**src/rtl/spi_frame_tx_ctrl.sv**
```systemverilog
// Frames camera image bytes for spi_master: 4-byte header, FIFO payload, 5-byte trailer with payload count.
// One SPI byte in flight at a time; vsync boundaries close the running frame once the FIFO drains.
module spi_frame_tx_ctrl #(
   parameter logic [7:0] SYNC0     = 8'hA5,
   parameter logic [7:0] SYNC1     = 8'h5A,
   parameter logic [7:0] EOF0      = 8'hC3,
   parameter logic [7:0] EOF1      = 8'h3C,
   parameter int         CNT_W     = 24,
   parameter logic       VSYNC_POL = 1'b1
) (
   input  logic       clk,
   input  logic       rst,
   input  logic       tx_enable,
   input  logic       cam_vsync_in,
   input  logic       fifo_is_empty,
   input  logic [7:0] fifo_dataout,
   output logic       fifo_read_en,
   input  logic       spi_tx_done,
   output logic       spi_tx_en,
   output logic [7:0] spi_data_in,
   output logic       frame_active,
   output logic [7:0] frame_id,
   output logic       frame_overrun
);

   typedef enum logic [2:0] {
      S_IDLE, S_HDR, S_PAY_RD, S_PAY_LAT, S_PAY_WAIT, S_TRL
   } state_t;

   state_t state_q, state_d;

   logic             vs_meta_q, vs_meta_d;
   logic             vs_sync_q, vs_sync_d;
   logic             vs_prev_q, vs_prev_d;
   logic [2:0]       idx_q, idx_d;
   logic             busy_q, busy_d;
   logic [CNT_W-1:0] cnt_q, cnt_d;
   logic             end_pend_q, end_pend_d;
   logic             start_pend_q, start_pend_d;
   logic             spi_tx_en_q, spi_tx_en_d;
   logic [7:0]       spi_data_q, spi_data_d;
   logic             frame_active_q, frame_active_d;
   logic [7:0]       frame_id_q, frame_id_d;
   logic             frame_overrun_q, frame_overrun_d;

   logic boundary;
   logic byte_done;
   logic hdr_last;
   logic trl_last;

   function automatic logic [CNT_W-1:0] sat_inc(input logic [CNT_W-1:0] c);
      return (&c) ? c : c + CNT_W'(1);
   endfunction

   function automatic logic [7:0] hdr_byte(input logic [2:0] i, input logic [7:0] id);
      case (i)
         3'd0:    return SYNC0;
         3'd1:    return SYNC1;
         3'd2:    return id;
         default: return 8'h00;
      endcase
   endfunction

   function automatic logic [7:0] trl_byte(input logic [2:0] i, input logic [CNT_W-1:0] c);
      logic [23:0] c24;
      c24 = 24'(c);
      case (i)
         3'd0:    return EOF0;
         3'd1:    return EOF1;
         3'd2:    return c24[23:16];
         3'd3:    return c24[15:8];
         default: return c24[7:0];
      endcase
   endfunction

   // Boundary is the first synchronized sample at the active level
   always_comb begin : sync_comb
      vs_meta_d = cam_vsync_in;
      vs_sync_d = vs_meta_q;
      vs_prev_d = vs_sync_q;
   end

   assign boundary  = (vs_sync_q == VSYNC_POL) && (vs_prev_q != VSYNC_POL);
   assign byte_done = busy_q && spi_tx_done;
   assign hdr_last  = (state_q == S_HDR) && byte_done && (idx_q == 3'd3);
   assign trl_last  = (state_q == S_TRL) && byte_done && (idx_q == 3'd4);

   always_ff @(posedge clk) begin : state_reg
      if (rst) state_q <= S_IDLE;
      else     state_q <= state_d;
   end

   always_comb begin : next_state
      state_d = state_q;
      case (state_q)
         S_IDLE:     if (boundary && tx_enable) state_d = S_HDR;
         S_HDR:      if (hdr_last) state_d = S_PAY_RD;
         S_PAY_RD: begin
            if (!fifo_is_empty)  state_d = S_PAY_LAT;
            else if (end_pend_q) state_d = S_TRL;
         end
         S_PAY_LAT:  state_d = S_PAY_WAIT;
         S_PAY_WAIT: if (spi_tx_done) state_d = S_PAY_RD;
         S_TRL: begin
            if (trl_last)
               state_d = ((start_pend_q || boundary) && tx_enable) ? S_HDR : S_IDLE;
         end
         default:    state_d = S_IDLE;
      endcase
   end

   always_comb begin : out_comb
      idx_d           = idx_q;
      busy_d          = busy_q;
      cnt_d           = cnt_q;
      end_pend_d      = end_pend_q;
      start_pend_d    = start_pend_q;
      spi_tx_en_d     = 1'b0;
      spi_data_d      = spi_data_q;
      frame_active_d  = frame_active_q;
      frame_id_d      = frame_id_q;
      frame_overrun_d = 1'b0;

      // In header/payload both flags move together; in trailer only the next start is pending
      if (boundary) begin
         case (state_q)
            S_HDR, S_PAY_RD, S_PAY_LAT, S_PAY_WAIT: begin
               if (end_pend_q) begin
                  frame_overrun_d = 1'b1;
               end else begin
                  end_pend_d   = 1'b1;
                  start_pend_d = 1'b1;
               end
            end
            S_TRL: begin
               if (start_pend_q) frame_overrun_d = 1'b1;
               else              start_pend_d    = 1'b1;
            end
            default: ;
         endcase
      end

      case (state_q)
         S_HDR: begin
            frame_active_d = 1'b1;
            cnt_d          = '0;
            if (!busy_q) begin
               spi_tx_en_d = 1'b1;
               spi_data_d  = hdr_byte(idx_q, frame_id_q);
               busy_d      = 1'b1;
            end else if (spi_tx_done) begin
               busy_d = 1'b0;
               idx_d  = hdr_last ? 3'd0 : idx_q + 3'd1;
            end
         end
         S_PAY_LAT: begin
            spi_data_d  = fifo_dataout;
            spi_tx_en_d = 1'b1;
         end
         S_PAY_WAIT: begin
            if (spi_tx_done) cnt_d = sat_inc(cnt_q);
         end
         S_TRL: begin
            if (!busy_q) begin
               spi_tx_en_d = 1'b1;
               spi_data_d  = trl_byte(idx_q, cnt_q);
               busy_d      = 1'b1;
            end else if (spi_tx_done) begin
               busy_d = 1'b0;
               idx_d  = trl_last ? 3'd0 : idx_q + 3'd1;
            end
            if (trl_last) begin
               frame_active_d = 1'b0;
               frame_id_d     = frame_id_q + 8'd1;
               end_pend_d     = 1'b0;
               start_pend_d   = 1'b0;
            end
         end
         default: ;
      endcase
   end

   always_ff @(posedge clk) begin : ctrl_regs
      if (rst) begin
         vs_meta_q       <= ~VSYNC_POL;
         vs_sync_q       <= ~VSYNC_POL;
         vs_prev_q       <= ~VSYNC_POL;
         idx_q           <= 3'd0;
         busy_q          <= 1'b0;
         cnt_q           <= '0;
         end_pend_q      <= 1'b0;
         start_pend_q    <= 1'b0;
         spi_tx_en_q     <= 1'b0;
         spi_data_q      <= 8'h00;
         frame_active_q  <= 1'b0;
         frame_id_q      <= 8'h00;
         frame_overrun_q <= 1'b0;
      end else begin
         vs_meta_q       <= vs_meta_d;
         vs_sync_q       <= vs_sync_d;
         vs_prev_q       <= vs_prev_d;
         idx_q           <= idx_d;
         busy_q          <= busy_d;
         cnt_q           <= cnt_d;
         end_pend_q      <= end_pend_d;
         start_pend_q    <= start_pend_d;
         spi_tx_en_q     <= spi_tx_en_d;
         spi_data_q      <= spi_data_d;
         frame_active_q  <= frame_active_d;
         frame_id_q      <= frame_id_d;
         frame_overrun_q <= frame_overrun_d;
      end
   end

   assign fifo_read_en  = !rst && (state_q == S_PAY_RD) && !fifo_is_empty;
   assign spi_tx_en     = spi_tx_en_q;
   assign spi_data_in   = spi_data_q;
   assign frame_active  = frame_active_q;
   assign frame_id      = frame_id_q;
   assign frame_overrun = frame_overrun_q;

endmodule

```
**config.mk**
```make
export PLATFORM = sky130hd
export DESIGN_NAME = spi_frame_tx_ctrl
export DESIGN_NICKNAME = d
export VERILOG_FILES = /design/src/rtl/spi_frame_tx_ctrl.sv
export SDC_FILE = /design/constraint.sdc
export NUM_CORES = 1
export LEC_CHECK = 0
export ABC_AREA = 1
export CAP_MARGIN = 20
export CORE_ASPECT_RATIO = 0.9
export CORE_MARGIN = 2
export CORE_UTILIZATION = 51
export DETAILED_ROUTE_END_ITERATION = 8
export HOLD_SLACK_MARGIN = 0.05
export PLACE_DENSITY_LB_ADDON = 0.15
export SLEW_MARGIN = 0
export SYNTH_ARGS = -nofsm -noshare
export SYNTH_HDL_FRONTEND = slang
export SYNTH_SLANG_ARGS = --single-unit
```
**constraint.sdc**
```tcl
create_clock -name clk -period 1.5 [get_ports clk]
set_input_delay 0.3 -clock clk [delete_from_list [all_inputs] [get_ports clk]]
set_output_delay 0.3 -clock clk [all_outputs]
set_load 0.05 [all_outputs]
```
==> summary.md <==
| Metric | Value |
|---|---|
| Status | `finished with violations` |
| Violated checks | `setup timing` |
| Slew at the pin with the worst max-slew slack | `0.513 ns` |
| Htree depth | `2` |
| Top flip-flop cell by instance count after synthesis | `dfxtp_1` |
| Setup ws final | `-0.289 ns` |
| WS Path Type | `register to register` |
| Starting utilization of the core area | `0.531` |
| Max capacitance violation total | `0` |
| Share of total power in sequential cells | `0.305` |
| Unique cell type count in the Yosys netlist | `35` |
| Antenna-violating nets left | `0` |
| Worst Path Arrival | `2.05 ns` |
| Via count of the first global-routing pass | `3904` |
| Overall via count from detail_route | `4591` |
| Clock power frac | `0.154` |
| # diodes | `0` |
| Num CTS Buffers | `5` |
| Register area | `0.00112 mm2` |
| Final period utilization | `1.19` |
| Final Routed Wirelength | `14900 um` |
| Portion of the post-synthesis area used by sequential elements | `0.335` |
| DRT iter0 DRCs | `704` |
| Cell type with the largest total area after synthesis | `dfxtp_1` |
| Die X | `88.6 um` |
| Wire length of the first global-routing pass | `18300 um` |
| Maximum number of pins on one net before global-route repair | `18` |
| Count of final hold-check violations | `0` |
| Critical Path End Type | `register` |
| Max Fclk | `559 MHz` |
| Power density over cell area | `1100 mW/mm2` |
| Longest Clk Path Bufs | `2` |
| HP Class | `register to register` |
| WL per Instance | `19.9 um` |
| Boundary pin count | `34` |
| Internal power summed over all cells | `0.00354 W` |
| Quantity of I/O buffers inserted on ports | `33` |
| Latest clock arrival within the worst-skew pair | `0.33 ns` |
| Slew margin rel. | `0.654` |
| VDD IR max | `1.12 mV` |
| Area post-placement | `0.00455 mm2` |
| Average footprint of a synthesized cell | `6.34 um2` |
| Hpwl dp | `7960 um` |
| Die height | `80.1 um` |
| Final min period | `1.79 ns` |
| Detailed Routing Iterations Pass 1 | `5` |
| Hold_buf cts | `0` |
| Number of antenna violations at the first check in global routing | `0` |
| Number of vias per cell | `6.13` |
| Ratio of cells with drive above 1 in the final layout | `0.399` |
| Placement Rows | `27` |
| Total global routing track utilization | `0.333` |
| Post-synth top area share | `0.335` |
| Critical path required time | `1.76 ns` |
| Worst Hold Slack | `0.416 ns` |
| Fin area | `0.00551 mm2` |
| Post-synth EDFFs | `0` |
| CORE AREA | `0.00618 mm2` |
| Netlist area before placement | `0.00328 mm2` |
| CTS tree | `yes` |
| Slew Limit Fails | `0` |
| Switching part of the total | `0.418` |
| Relative contribution of combinational cells to total power | `0.541` |
| Lkg Pwr | `2.35 nW` |
| Relative area change from synthesis to final layout | `67.9%` |
| Gate count after technology mapping | `518` |
| Overall die area | `0.00710 mm2` |
| Final Power | `0.00608 W` |
| Main area contributors after synthesis | `dfxtp_1 (34%), nand2_1 (15%), inv_1 (8.5%), nor2_1 (7.2%), o21ai_0 (7.0%)` |
| Total of warnings raised by yosys | `0` |
| Critical-path maximum fanout | `6` |
| Clock skew | `0.0106 ns` |
| Final setup violating endpoints | `44` |
| Share of synthesized flip-flops with an asynchronous set or reset | `0` |
| Switching power summed over all nets | `0.00254 W` |
| Net Count, Synth | `539` |
| Share of the core filled with cells | `0.892` |
| Multi-input gate area in the final layout | `0.00235 mm2` |
| Fill count | `274` |
| Launching element type of the critical path | `register` |
| #FFs+latches synth | `55` |
| Clock edge transition at the registers on the reported setup and hold paths | `0.11 ns` |
| Residual DRC count | `0` |
| Net total in the final layout | `682` |
| Residual overflow from global routing | `0` |
| Setup repair after global routing missed its margin | `true` |
| Clk sinks | `55` |
| Root Driver | `clkbuf_8` |
| GPL Wtd Cong | `0.903` |
[power groups by stage]
stage | sequential, W | clock, W | combinational [W]
2_1_floorplan | 0.00216 | 0 | 0.000878
3_3_place_gp | 0.00183 | 0 | 0.00226
3_5_place_dp | 0.00184 | 0 | 0.00231
4_1_cts | 0.00183 | 0.000885 | 0.00278
5_1_grt | 0.00187 | 0.000955 | 0.00341
6_report | 0.00185 | 0.000937 | 0.00329
[kinds of logic after synthesis]
family	synth area share
fa+ha+maj	0.0267
xor+xnor	0.00267
buf+inv	0.109
compound gates	0.178
simple gates	0.348
flops	0.335
[worst max-delay path: stages, from the launching register on]
cell     delay (ns)
dfxtp_2        0.36
inv_2          0.08
buf_6          0.11
nand3_2        0.12
nand2_2        0.13
nor2_2         0.08
a21oi_4        0.25
buf_6          0.16
buf_12         0.12
nand4_1        0.12
a21oi_1        0.18
[synthesized netlist by cell type, drive strengths merged, types with 2 or more instances]
library cell	n
o21bai	7
a31oi	2
o221ai	2
o21ai	48
clkbuf	5
ha	7
nand4	20
buf	5
nor3	10
o211ai	5
o21a	2
inv	78
dfxtp	55
nor2	68
nand3	26
a21oi	33
a211oi	2
nand2	137
[cells in the final DEF (no fill, tap or decap), types with 16 or more instances in the layout]
cell,n
nand2_1,105
buf_4,86
inv_1,61
nor2_1,46
dfxtp_1,45
a21oi_1,24
buf_12,23
buf_6,21
nand4_1,20
o21ai_0,20
nand2_4,18
nand3_1,17
o21ai_1,16
[routing by layer]
layer  up-vias  track usage  wire length [um]
met5         -            0                 0
met4         0        0.118              1110
met3       132       0.0442              1580
met2       404        0.559              6910
met1      2078        0.435              5340
li1       1977            -                 -
[through the flow]
step,instances,setup TNS (ns),worst slack [ns]
after floorplan,518,0,0.00322
after detailed placement,710,-7.97,-0.329
after global routing,749,-7.78,-0.320
after CTS,734,-1.34,-0.146
final,749,-5.60,-0.289
after global placement,710,-5.98,-0.221
[registers in the layout, indices dropped and copies added, names as in the netlist, 3 cells and up]
name and cells:
cnt_q 24, frame_id 8, spi_data_in 8, idx_q 3, state_q 3
[worst paths after layout]
kind	from	endpoint	slack (ns)	cells past startpoint
setup / recovery	state_q[1]$_SDFFE_PP0P_	cnt_q[21]$_SDFFE_PP0P_	-0.29	10
hold / removal	vs_meta_q$_SDFF_PP0_	vs_prev_d$_SDFF_PP0_	0.42	2
setup reg to reg	state_q[1]$_SDFFE_PP0P_	cnt_q[21]$_SDFFE_PP0P_	-0.29	10
hold reg to reg	vs_meta_q$_SDFF_PP0_	vs_prev_d$_SDFF_PP0_	0.42	2
[what timing repair did]
action / CTS / global route
gates resized for setup: 69 / 128
buffers inserted: 14 / 16
endpoints found under the setup margin: 41 / 42
pin swaps: 21 / 58
gates cloned: 2 / 1
[layout make-up]
class                           count  share of cell area
Inverter                           78              0.0563
Clock buffer                        7              0.0157
Clock inverter                      1             0.00159
Sequential cell                    55               0.204
Timing Repair Buffer              146               0.278
Multi-Input combinational cell    375               0.425
Tap cell                           87              0.0197
Power figures use the tool's default switching activity.
